### config.mk
export PLATFORM = sky130hd
export DESIGN_NAME = full_adder_reg
export DESIGN_NICKNAME = d
export VERILOG_FILES = /design/src/rtl/full_adder_reg_pkg.sv /design/src/rtl/full_adder_reg_fa_cell.sv /design/src/rtl/full_adder_reg.sv
export SDC_FILE = /design/constraint.sdc
export NUM_CORES = 1
export LEC_CHECK = 0
export BUFFER_PORTS_ARGS = -buffer_cell sky130_fd_sc_hd__buf_2
export CORE_AREA = 4 4 41 43
export CTS_CLUSTER_DIAMETER = 150
export DETAILED_ROUTE_END_ITERATION = 16
export DIE_AREA = 0 0 45 47
export SETUP_SLACK_MARGIN = 0.15
export SKIP_CTS_REPAIR_TIMING = 1
export SYNTH_ARGS = -nofsm -noshare
export SYNTH_HDL_FRONTEND = slang
export SYNTH_HIERARCHICAL = 1
export SYNTH_SLANG_ARGS = --single-unit
### constraint.sdc
create_clock -name clock -period 2.3 [get_ports clock]
set_input_delay 0.23 -clock clock [delete_from_list [all_inputs] [get_ports clock]]
set_output_delay 0.23 -clock clock [all_outputs]
set_load 0.1 [all_outputs]
### src/rtl/full_adder_reg_pkg.sv
// full_adder_reg_pkg: shared constants for the registered ripple-carry adder
package full_adder_reg_pkg;
    localparam int DEFAULT_WIDTH = 1;
endpackage

### src/rtl/full_adder_reg_fa_cell.sv
// fa_cell: combinational one-bit full adder
module fa_cell (
    input  logic a,
    input  logic b,
    input  logic in_carry,
    output logic sum,
    output logic out_carry
);
    assign sum       = a ^ b ^ in_carry;
    assign out_carry = (a & b) | (in_carry & (a ^ b));
endmodule

### src/rtl/full_adder_reg.sv
// full_adder_reg: ripple-carry adder of fa_cell instances with registered sum, carry and valid
module full_adder_reg
    import full_adder_reg_pkg::*;
#(
    parameter int WIDTH = DEFAULT_WIDTH
) (
    input  logic             clock,
    input  logic             reset,
    input  logic [WIDTH-1:0] a,
    input  logic [WIDTH-1:0] b,
    input  logic             in_carry,
    input  logic             in_valid,
    output logic [WIDTH-1:0] sum,
    output logic             out_carry,
    output logic             out_valid
);
    logic [WIDTH:0]   carry;
    logic [WIDTH-1:0] sum_comb;

    assign carry[0] = in_carry;

    genvar i;
    for (i = 0; i < WIDTH; i++) begin : g_cell
        fa_cell u_cell (
            .a        (a[i]),
            .b        (b[i]),
            .in_carry (carry[i]),
            .sum      (sum_comb[i]),
            .out_carry(carry[i+1])
        );
    end

    // result registers only load on accepted inputs so idle cycles hold the last sum
    always_ff @(posedge clock) begin
        if (reset) begin
            sum       <= '0;
            out_carry <= 1'b0;
            out_valid <= 1'b0;
        end else begin
            out_valid <= in_valid;
            if (in_valid) begin
                sum       <= sum_comb;
                out_carry <= carry[WIDTH];
            end
        end
    end
endmodule

# After elaboration in Yosys (flattened, before gate mapping)
# Cells that the tools add are included.
# totals
regBits	3
out_inout_bits	3
word_cells	8
# op_classes
bitwise	5
# ops
op	count
$and 1x1->1	2
$xor 1x1->1	2
$or 1x1->1	1

# Longest topological paths before layout
# Gate-level depths: netlist of run 1.
# depth
ltp_word	3
depth_mapped	3

# By module
# Netlist of run 1, hierarchy kept.
# modules_own_cells
module	n_inst	cells_each	area_each_um2	seq_area_each_um2
full_adder_reg	1	8	93.8	60.1
fa_cell	1	1	20.0	0.0

# Least setup slack after synthesis of run 1
# No wires, ideal clock.
# synth_timing
kind	reg-to-reg
from	register, netlist name out_carry
to	register out_carry
setup_ns	0.067
arrival_ns	1.173
t_required_ns	2.233
path_slack_ns	1.060
path_stages_with_launch	3
n_path_buf	0
path_cell_list	dfxtp_1 > mux2i_1 > nor2_1
# synth_lines
element	line_no	rtl
end signal: assignment	full_adder_reg.sv:43	out_carry <= carry[WIDTH];
end: declaration	full_adder_reg.sv:14	output logic out_carry,

# Worst setup path in the final report of run 1
# layout_timing
from	register out_carry
to	output out_carry
# No word-level cell between the ends.

==> results of run 1 <==
## area by class of cell
class                   count  area [sq um]
clock buffers               4          26.3
fillers                   158          1100
multi-input cells           6          53.8
flip-flops and latches      3          60.1
well taps                  15          18.8
repair buffers              8          40.0
## power by group
group | internal [uW] | switching (uW)
registers | 56.1 | 1.53
logic | 9.82 | 34.7
clock network | 65.1 | 28.0
## stage by stage
stage / total power [uW] / utilization, % / area, sq um
global route: 211 / 15.3 / 199
global placement: 103 / 13.3 / 173
CTS: 200 / 15.3 / 199
floorplan: 92.1 / - / 114
finish: 195 / 15.3 / 199
detailed placement: 103 / 13.3 / 173
## sequential cells by signal, indices dropped and copies added (netlist names)
signal	flops
out_carry	1
out_valid	1
sum	1
## final timing paths
check / from / endpoint / slack [ns] / cells past startpoint
max: out_carry$_SDFFE_PP0P_ / out_carry / 1.08 / 1
min: reset / sum$_SDFFE_PP0P_ / 0.18 / 2
max reg2reg: sum$_SDFFE_PP0P_ / sum$_SDFFE_PP0P_ / 1.72 / 2
min reg2reg: sum$_SDFFE_PP0P_ / sum$_SDFFE_PP0P_ / 0.50 / 2
## cells by family after synthesis
group,after synthesis,synth area share [%]
flip-flops,3,52.7
AND/OR/NAND/NOR,3,12.1
multiplexers,2,17.6
adder cells (fa/ha/maj),1,17.6
## cell usage in the layout, fill, tap and decap left out
cell      count
buf_2         8
clkbuf_1      1
clkbuf_4      3
dfxtp_1       3
fa_1          1
mux2i_1       2
nor2_1        2
nor2b_1       1
## metal layers
metal / share of wire (%) / track usage (%) / vias up
met2: 29 / 2.54 / 8
li1: - / - / 52
met3: 28 / 4.98 / 0
met5: 0 / 0 / -
met1: 42 / 3.88 / 44
met4: 0 / 5.26 / 0
==> key figures, run 1 <==
Logic synthesis
  – Avg Cell Area, Syn: 12.7 sq um
  – Sequential share of the synthesized area: 52.7%
  – Asr flop ratio synth: 0%
  – Post-synth EDFFs: 0
  – Top-count cell post-synth: dfxtp_1
  – Synth Cell Area: 114 sq um
  – Top cells by area, synth: dfxtp_1, fa_1, mux2i_1
  – Post-synth top flop: dfxtp_1
  – Yosys top cell by area: dfxtp_1
  – Synth Net Count: 16
  – Share of the synthesized area in the top cell type: 52.7%
  – Yosys warnings: 6
  – Distinct cells, synth: 5
  – Synthesized flop and latch total: 3
  – Post-Syn Instances: 9
  – Commonest cells in the netlist: dfxtp_1, mux2i_1, nor2_1

Timing
  – Final Skew: 0 ns
  – RSZ-0062 raised after global routing: false
  – Final worst slack: 1.08 ns
  – Fin Hold WS: 0.178 ns
  – Rel. slew slack: 67.5%
  – Final setup fails: 0
  – Pins over their slew limit: 0
  – Setup_tns: 0 ns
  – Final count of hold timing violations: 0
  – Final Cycle Share: 52.9%
  – Measured slew at the worst slew-check pin: 0.491 ns
  – FMAX: 822 MHz
  – Final worst path period need: 1.22 ns

Worst setup path
  – Data required time of the worst path: 2.07 ns
  – Crit-path max FO: 2
  – Crit-path cells: buf_2
  – CP Data Arrival Time: 0.99 ns
  – Crit-path leading delay family: buffers and inverters
  – Startpoint types: flip-flop
  – CP bufs+invs: 1
  – CP peak stage delay: 0.43 ns
  – Slowest CP cell: buf_2
  – CP Capture Type: primary output
  – CP Class: flip-flop to primary output

Die
  – Die width: 45 um
  – Initial Util: 8.75%
  – Std cell rows: 13
  – Die H: 47 um
  – Core Region: 1300 sq um
  – IO Pins: 9
  – Die area: 2120 sq um

Detailed routing
  – DRC Markers: 0
  – Final ANT Viol Nets: 0
  – Initial DRC Count: 3
  – 1st-pass router iterations: 2
  – Routed len/inst: 8.25 um
  – Via count: 104
  – Vias per inst: 2.89
  – Final wirelength: 297 um

Final layout
  – Synth-to-Final Area Change: 74.7%
  – Nets: 29
  – Antenna cells: 0
  – Final Non-Filler Cells: 36
  – Layout cells sized above 1: 52.4%

Clocking
  – Clock Sinks: 3
  – Num CTS Buffers: 3
  – H-tree levels: 1
  – CTS max path bufs: 2
  – Clk Latency, worst-skew pair: 0.23 ns
  – Root Buffer: clkbuf_4
  – CTS clock-pin slew for the worst setup and hold paths: 0.04 ns
  – CTS tree: done

Outcome
  – Status: completed

Power
  – Static leakage: 0.0000993 uW
  – Power Dens Cells: 982 nW/um^2
  – Peak VDD IR: 170 uV

Global routing
  – Tot GR Track Use: 3.80%
  – Grt total ovfl: 0
  – Vias in the first global route: 115
  – Initial antenna violation count: 0
  – Pin count of the biggest net entering global routing: 4
  – Global-route wire length before repair: 455 um

Place
  – Pre-CTS WS: 1.19 ns
  – Placer's final routability congestion estimate: 0.550
  – IO buf count: 8
  – Inst Count DP: 32

Hold path
  – HP Class: input port to flip-flop

Flow run
  – Max capacitance violation total: 0
No activity file was read; power rests on OpenSTA's default activity.
==> run 2: changes to the inputs <==
- ABC_AREA: unset -> 1
- clock period: 2.3 -> 1.05 ns (I/O delays scaled with it)
==> run 2 against run 1 <==
Core utilization is 4.9 points higher. Largest cell class is now buffers. Die area unchanged. Hold slack got worse by 0.15 ns. Critical path depth unchanged. Cell count is 22% higher. Sequential cell count did not move. Register-to-register slack got worse by 1.3 ns. Area after synthesis is 13% higher.
==> key figures, run 2 <==
Final layout
  – Antenna cells: 0
  – Commonest cells after routing, fill and taps aside: nor2_1, buf_2, inv_1, nand2_1
  – Top flop regs: out_carry x1, out_valid x1, sum x1
  – Nets: 37
  – Synth-to-Final Area Change: 104%
  – # fillers: 161
  – Area taken by multi-input logic gates: 53.8 sq um
  – Final Non-Filler Cells: 44
  – Reg area: 63.8 sq um
  – Layout cells sized above 1: 48.3%

Place
  – Pre-CTS WS: 0.0188 ns
  – DP Wirelength: 228 um
  – Inst Count DP: 40
  – IO buf count: 8
  – Placer's final routability congestion estimate: 0.639

Worst setup path
  – Worst R2R Path Depth: 2
  – Critical path depth: 1
  – R2r endpoint: out_carry$_SDFFE_PP0P_
  – Crit-path max FO: 2
  – CP bufs+invs: 1
  – Startpoint types: flip-flop
  – CP peak stage delay: 0.34 ns
  – Data required time of the worst path: 0.94 ns
  – CP Class: flip-flop to primary output
  – Crit path to: out_carry
  – Slowest CP cell: dfxtp_2
  – FF-to-FF setup slack: 0.47 ns
  – RR Startpoint: out_carry$_SDFFE_PP0P_
  – CP Capture Type: primary output
  – Crit-path leading delay family: flip-flops
  – CP startpoint: out_carry$_SDFFE_PP0P_
  – CP Data Arrival Time: 0.76 ns
  – Crit-path cells: buf_12

Logic synthesis
  – Top-count cell post-synth: nor2_1
  – Distinct cells, synth: 5
  – Yosys top cell by area: dfxtp_1
  – Synth Cell Area: 129 sq um
  – Post-Syn Instances: 17
  – Avg Cell Area, Syn: 7.58 sq um
  – Yosys warnings: 6
  – Asr flop ratio synth: 0%
  – Top cells by area, synth: dfxtp_1, fa_1, nor2_1
  – Synthesized flop and latch total: 3
  – Post-synth top flop: dfxtp_1
  – Sequential share of the synthesized area: 46.6%
  – Synth Net Count: 24
  – Share of the synthesized area in the top cell type: 46.6%
  – Post-synth EDFFs: 0
  – Commonest cells in the netlist: nor2_1, inv_1, nand2_1

Timing
  – Measured slew at the worst slew-check pin: 0.0790 ns
  – Fin Hold WS: 0.0242 ns
  – Final Skew: 0 ns
  – Final worst slack: 0.187 ns
  – Final worst path period need: 0.863 ns
  – Final Cycle Share: 82.2%
  – Final count of hold timing violations: 0
  – Rel. slew slack: 94.7%
  – Final setup fails: 0
  – RSZ-0062 raised after global routing: false
  – Setup_tns: 0 ns
  – Pins over their slew limit: 0
  – FMAX: 1160 MHz

Die
  – IO Pins: 9
  – Die width: 45 um
  – Initial Util: 9.90%
  – Std cell rows: 13
  – Die H: 47 um
  – Die area: 2120 sq um
  – Core Region: 1300 sq um

Clocking
  – Clk Latency, worst-skew pair: 0.24 ns
  – CTS tree: done
  – Root Buffer: clkbuf_4
  – CTS max path bufs: 2
  – Clock Sinks: 3
  – H-tree levels: 1
  – CTS clock-pin slew for the worst setup and hold paths: 0.04 ns
  – Num CTS Buffers: 3

Detailed routing
  – DRC Markers: 0
  – Via count: 145
  – Final wirelength: 299 um
  – Vias per inst: 3.30
  – Initial DRC Count: 0
  – 1st-pass router iterations: 1
  – Routed len/inst: 6.80 um
  – Final ANT Viol Nets: 0

Global routing
  – Global-route wire length before repair: 517 um
  – Initial antenna violation count: 0
  – Tot GR Track Use: 4.26%
  – Vias in the first global route: 142
  – Pin count of the biggest net entering global routing: 6
  – Grt total ovfl: 0

Power
  – Sequential power share: 28.4%
  – Clock power share: 44.4%
  – Peak VDD IR: 289 uV
  – Power Dens Cells: 1780 nW/um^2
  – Comb pwr share: 27.2%
  – Sw Ratio: 32.8%
  – Static leakage: 0.000136 uW
  – Int Power: 315 uW
  – P_sw: 154 uW

Outcome
  – Status: completed

Hold path
  – HP Class: input port to flip-flop

Flow run
  – Max capacitance violation total: 0
==> run 2: cell types whose count changed after synthesis <==
cell	change
mux2i_1	-2
nor2_1	+3
nor2b_1	-1
inv_1	+4
nand2_1	+4
==> run 2: power groups by stage <==
stage / registers, uW / logic, uW / clock network, uW
floorplan: 191 / 18.7 / 0
global placement: 135 / 129 / 0
detailed placement: 135 / 129 / 0
CTS: 133 / 129 / 221
global route: 133 / 136 / 226
finish: 133 / 127 / 208
==> run 2: kinds of logic after synthesis <==
kind of cell	share of synthesized area [%]
buffers and inverters	11.6
adders and majority gates	15.5
and+or+nand+nor	26.2
DFF	46.6
==> run 2: worst min path at each step <==
stage | from | end | slack (ns) | cells past startpoint
2_1_floorplan | reset | out_valid$_SDFF_PP0_ | 0.17 | 1
3_3_place_gp | reset | out_valid$_SDFF_PP0_ | 0.28 | 2
3_5_place_dp | reset | out_valid$_SDFF_PP0_ | 0.27 | 2
4_1_cts | reset | out_valid$_SDFF_PP0_ | 0.02 | 2
5_1_grt | reset | out_valid$_SDFF_PP0_ | 0.03 | 2
6_report | reset | out_valid$_SDFF_PP0_ | 0.02 | 2
==> run 2: cell type report <==
cell class                      count  area share, %
Timing Repair Buffer                8           32.4
Tap cell                           15           7.14
Multi-Input combinational cell     10           20.5
Clock buffer                        4           10.0
Inverter                            4           5.71
Sequential cell                     3           24.3
==> run 2: per-layer routing <==
| layer | vias to the layer above | share of wire [%] | global-route usage, % |
|---|---|---|---|
| met4 | 0 | 5.7 | 5.26 |
| met3 | 2 | 23 | 5.75 |
| met5 | - | 0 | 0 |
| met1 | 65 | 33 | 3.17 |
| met2 | 8 | 38 | 4.52 |
| li1 | 70 | - | - |
==> run 2: per-stage QoR <==
stage          utilization [%]  cell area (sq um)  total power [uW]
2_1_floorplan                -                133               209
3_3_place_gp              18.2                236               264
3_5_place_dp              18.2                236               264
4_1_cts                   20.2                263               483
5_1_grt                   20.2                263               495
6_report                  20.2                263               468
==> run 3: changes to the inputs <==
- ABC_AREA: 1 -> 0
- clock period: 1.05 -> 0.8 ns (I/O delays scaled with it)
==> run 3 against run 2 <==
The run now ends with setup timing left. Clock power increased by 25%. Critical path type unchanged. Sequential cell count unchanged. Worst setup slack got worse by 0.21 ns. Register-to-register slack got worse by 0.31 ns. Largest cell class unchanged. Die area unchanged. Cell count decreased by 18%. Sequential power increased by 29%. Clock skew unchanged. Cell area increased by 2.9%.
==> key figures, run 3 (same netlist as run 1, synthesis figures left out) <==
Detailed routing
  – Final wirelength: 302 um
  – Via count: 111
  – 1st-pass router iterations: 1
  – Final ANT Viol Nets: 0
  – DRC Markers: 0
  – Initial DRC Count: 0
  – Routed len/inst: 8.39 um
  – Vias per inst: 3.08

Die
  – Std cell rows: 13
  – Initial Util: 8.75%
  – IO Pins: 9
  – Core Region: 1300 sq um
  – Die H: 47 um
  – Die area: 2120 sq um
  – Die width: 45 um

Worst setup path
  – CP Capture Type: primary output
  – CP bufs+invs: 1
  – Slowest CP cell: dfxtp_4
  – Startpoint types: flip-flop
  – Crit-path leading delay family: flip-flops
  – CP Data Arrival Time: 0.75 ns
  – Data required time of the worst path: 0.72 ns
  – FF-to-FF setup slack: 0.16 ns
  – Crit-path cells: buf_12
  – CP peak stage delay: 0.35 ns
  – CP Class: flip-flop to primary output
  – Crit-path max FO: 2

Place
  – IO buf count: 8
  – Placer's final routability congestion estimate: 0.613
  – Inst Count DP: 32

Global routing
  – Tot GR Track Use: 4.51%
  – Global-route wire length before repair: 552 um
  – Initial antenna violation count: 0
  – Pin count of the biggest net entering global routing: 4
  – Grt total ovfl: 0
  – Vias in the first global route: 130

Clocking
  – CTS tree: done
  – Num CTS Buffers: 3
  – CTS max path bufs: 2
  – Clk Latency, worst-skew pair: 0.23 ns
  – Clock Sinks: 3
  – H-tree levels: 1
  – CTS clock-pin slew for the worst setup and hold paths: 0.03 ns
  – Root Buffer: clkbuf_4

Timing
  – Rel. slew slack: 91.6%
  – Final worst path period need: 0.828 ns
  – RSZ-0062 raised after global routing: true
  – Final worst slack: -0.0285 ns
  – Final Skew: 0 ns
  – Pins over their slew limit: 0
  – Measured slew at the worst slew-check pin: 0.123 ns
  – FMAX: 1210 MHz
  – Final Cycle Share: 104%
  – Final setup fails: 3
  – Setup_tns: -0.0673 ns
  – Fin Hold WS: 0.0263 ns
  – Final count of hold timing violations: 0

Hold path
  – HP Class: input port to flip-flop

Power
  – Peak VDD IR: 802 uV
  – Static leakage: 0.000115 uW
  – Overall power: 599 uW
  – Power Dens Cells: 2210 nW/um^2

Outcome
  – Status: complete, but fails checks
  – Failing checks: setup timing

Final layout
  – Antenna cells: 0
  – Nets: 29
  – Commonest cells after routing, fill and taps aside: clkbuf_4, buf_2, dfxtp_4, buf_12
  – Top flop regs: out_carry x1, out_valid x1, sum x1
  – Layout cells sized above 1: 71.4%
  – Final Non-Filler Cells: 36
  – Synth-to-Final Area Change: 137%
  – Final Util: 20.8%

Flow run
  – Max capacitance violation total: 0
==> run 3: cell types whose count changed in the layout (fill, tap and decap cells not counted), sizes merged <==
cell   before  now
nor2        5    2
mux2i       0    2
nor2b       0    1
nand2       4    0
inv         4    0
==> run 3: area by class of cell <==
type	instances	area, sq um
fillers	155	1030
repair buffers	8	97.6
flip-flops and latches	3	71.3
multi-input cells	6	56.3
clock buffers	4	26.3
well taps	15	18.8
==> run 3: final timing paths <==
check	endpoint	from	cells past startpoint
worst max-delay path	out_carry	out_carry$_SDFFE_PP0P_	1
worst max register to register	sum$_SDFFE_PP0P_	sum$_SDFFE_PP0P_	2
worst min-delay path	sum$_SDFFE_PP0P_	reset	2
worst min register to register	out_carry$_SDFFE_PP0P_	out_carry$_SDFFE_PP0P_	2
==> run 3: report_power, final <==
part           switching (uW)  internal, uW  total, uW
clock network            72.2           187        259
registers                11.3           160        171
logic                     100          68.9        169
==> run 3: through the flow <==
stage | worst slack, ns | area, sq um
after floorplan | -0.0148 | 125
after global placement | -0.150 | 229
after detailed placement | -0.164 | 229
after CTS | -0.0450 | 255
after global routing | -0.0563 | 270
final | -0.0285 | 270
==> run 3: routing by layer <==
layer | wire length (um) | global-route usage (%) | share of wire, % | vias up
met5 | 0 | 0 | 0 | -
met4 | 5 | 3.51 | 1.7 | 0
met3 | 58 | 6.13 | 19 | 2
met2 | 97 | 4.52 | 32 | 9
met1 | 140 | 4.35 | 46 | 47
li1 | - | - | - | 53
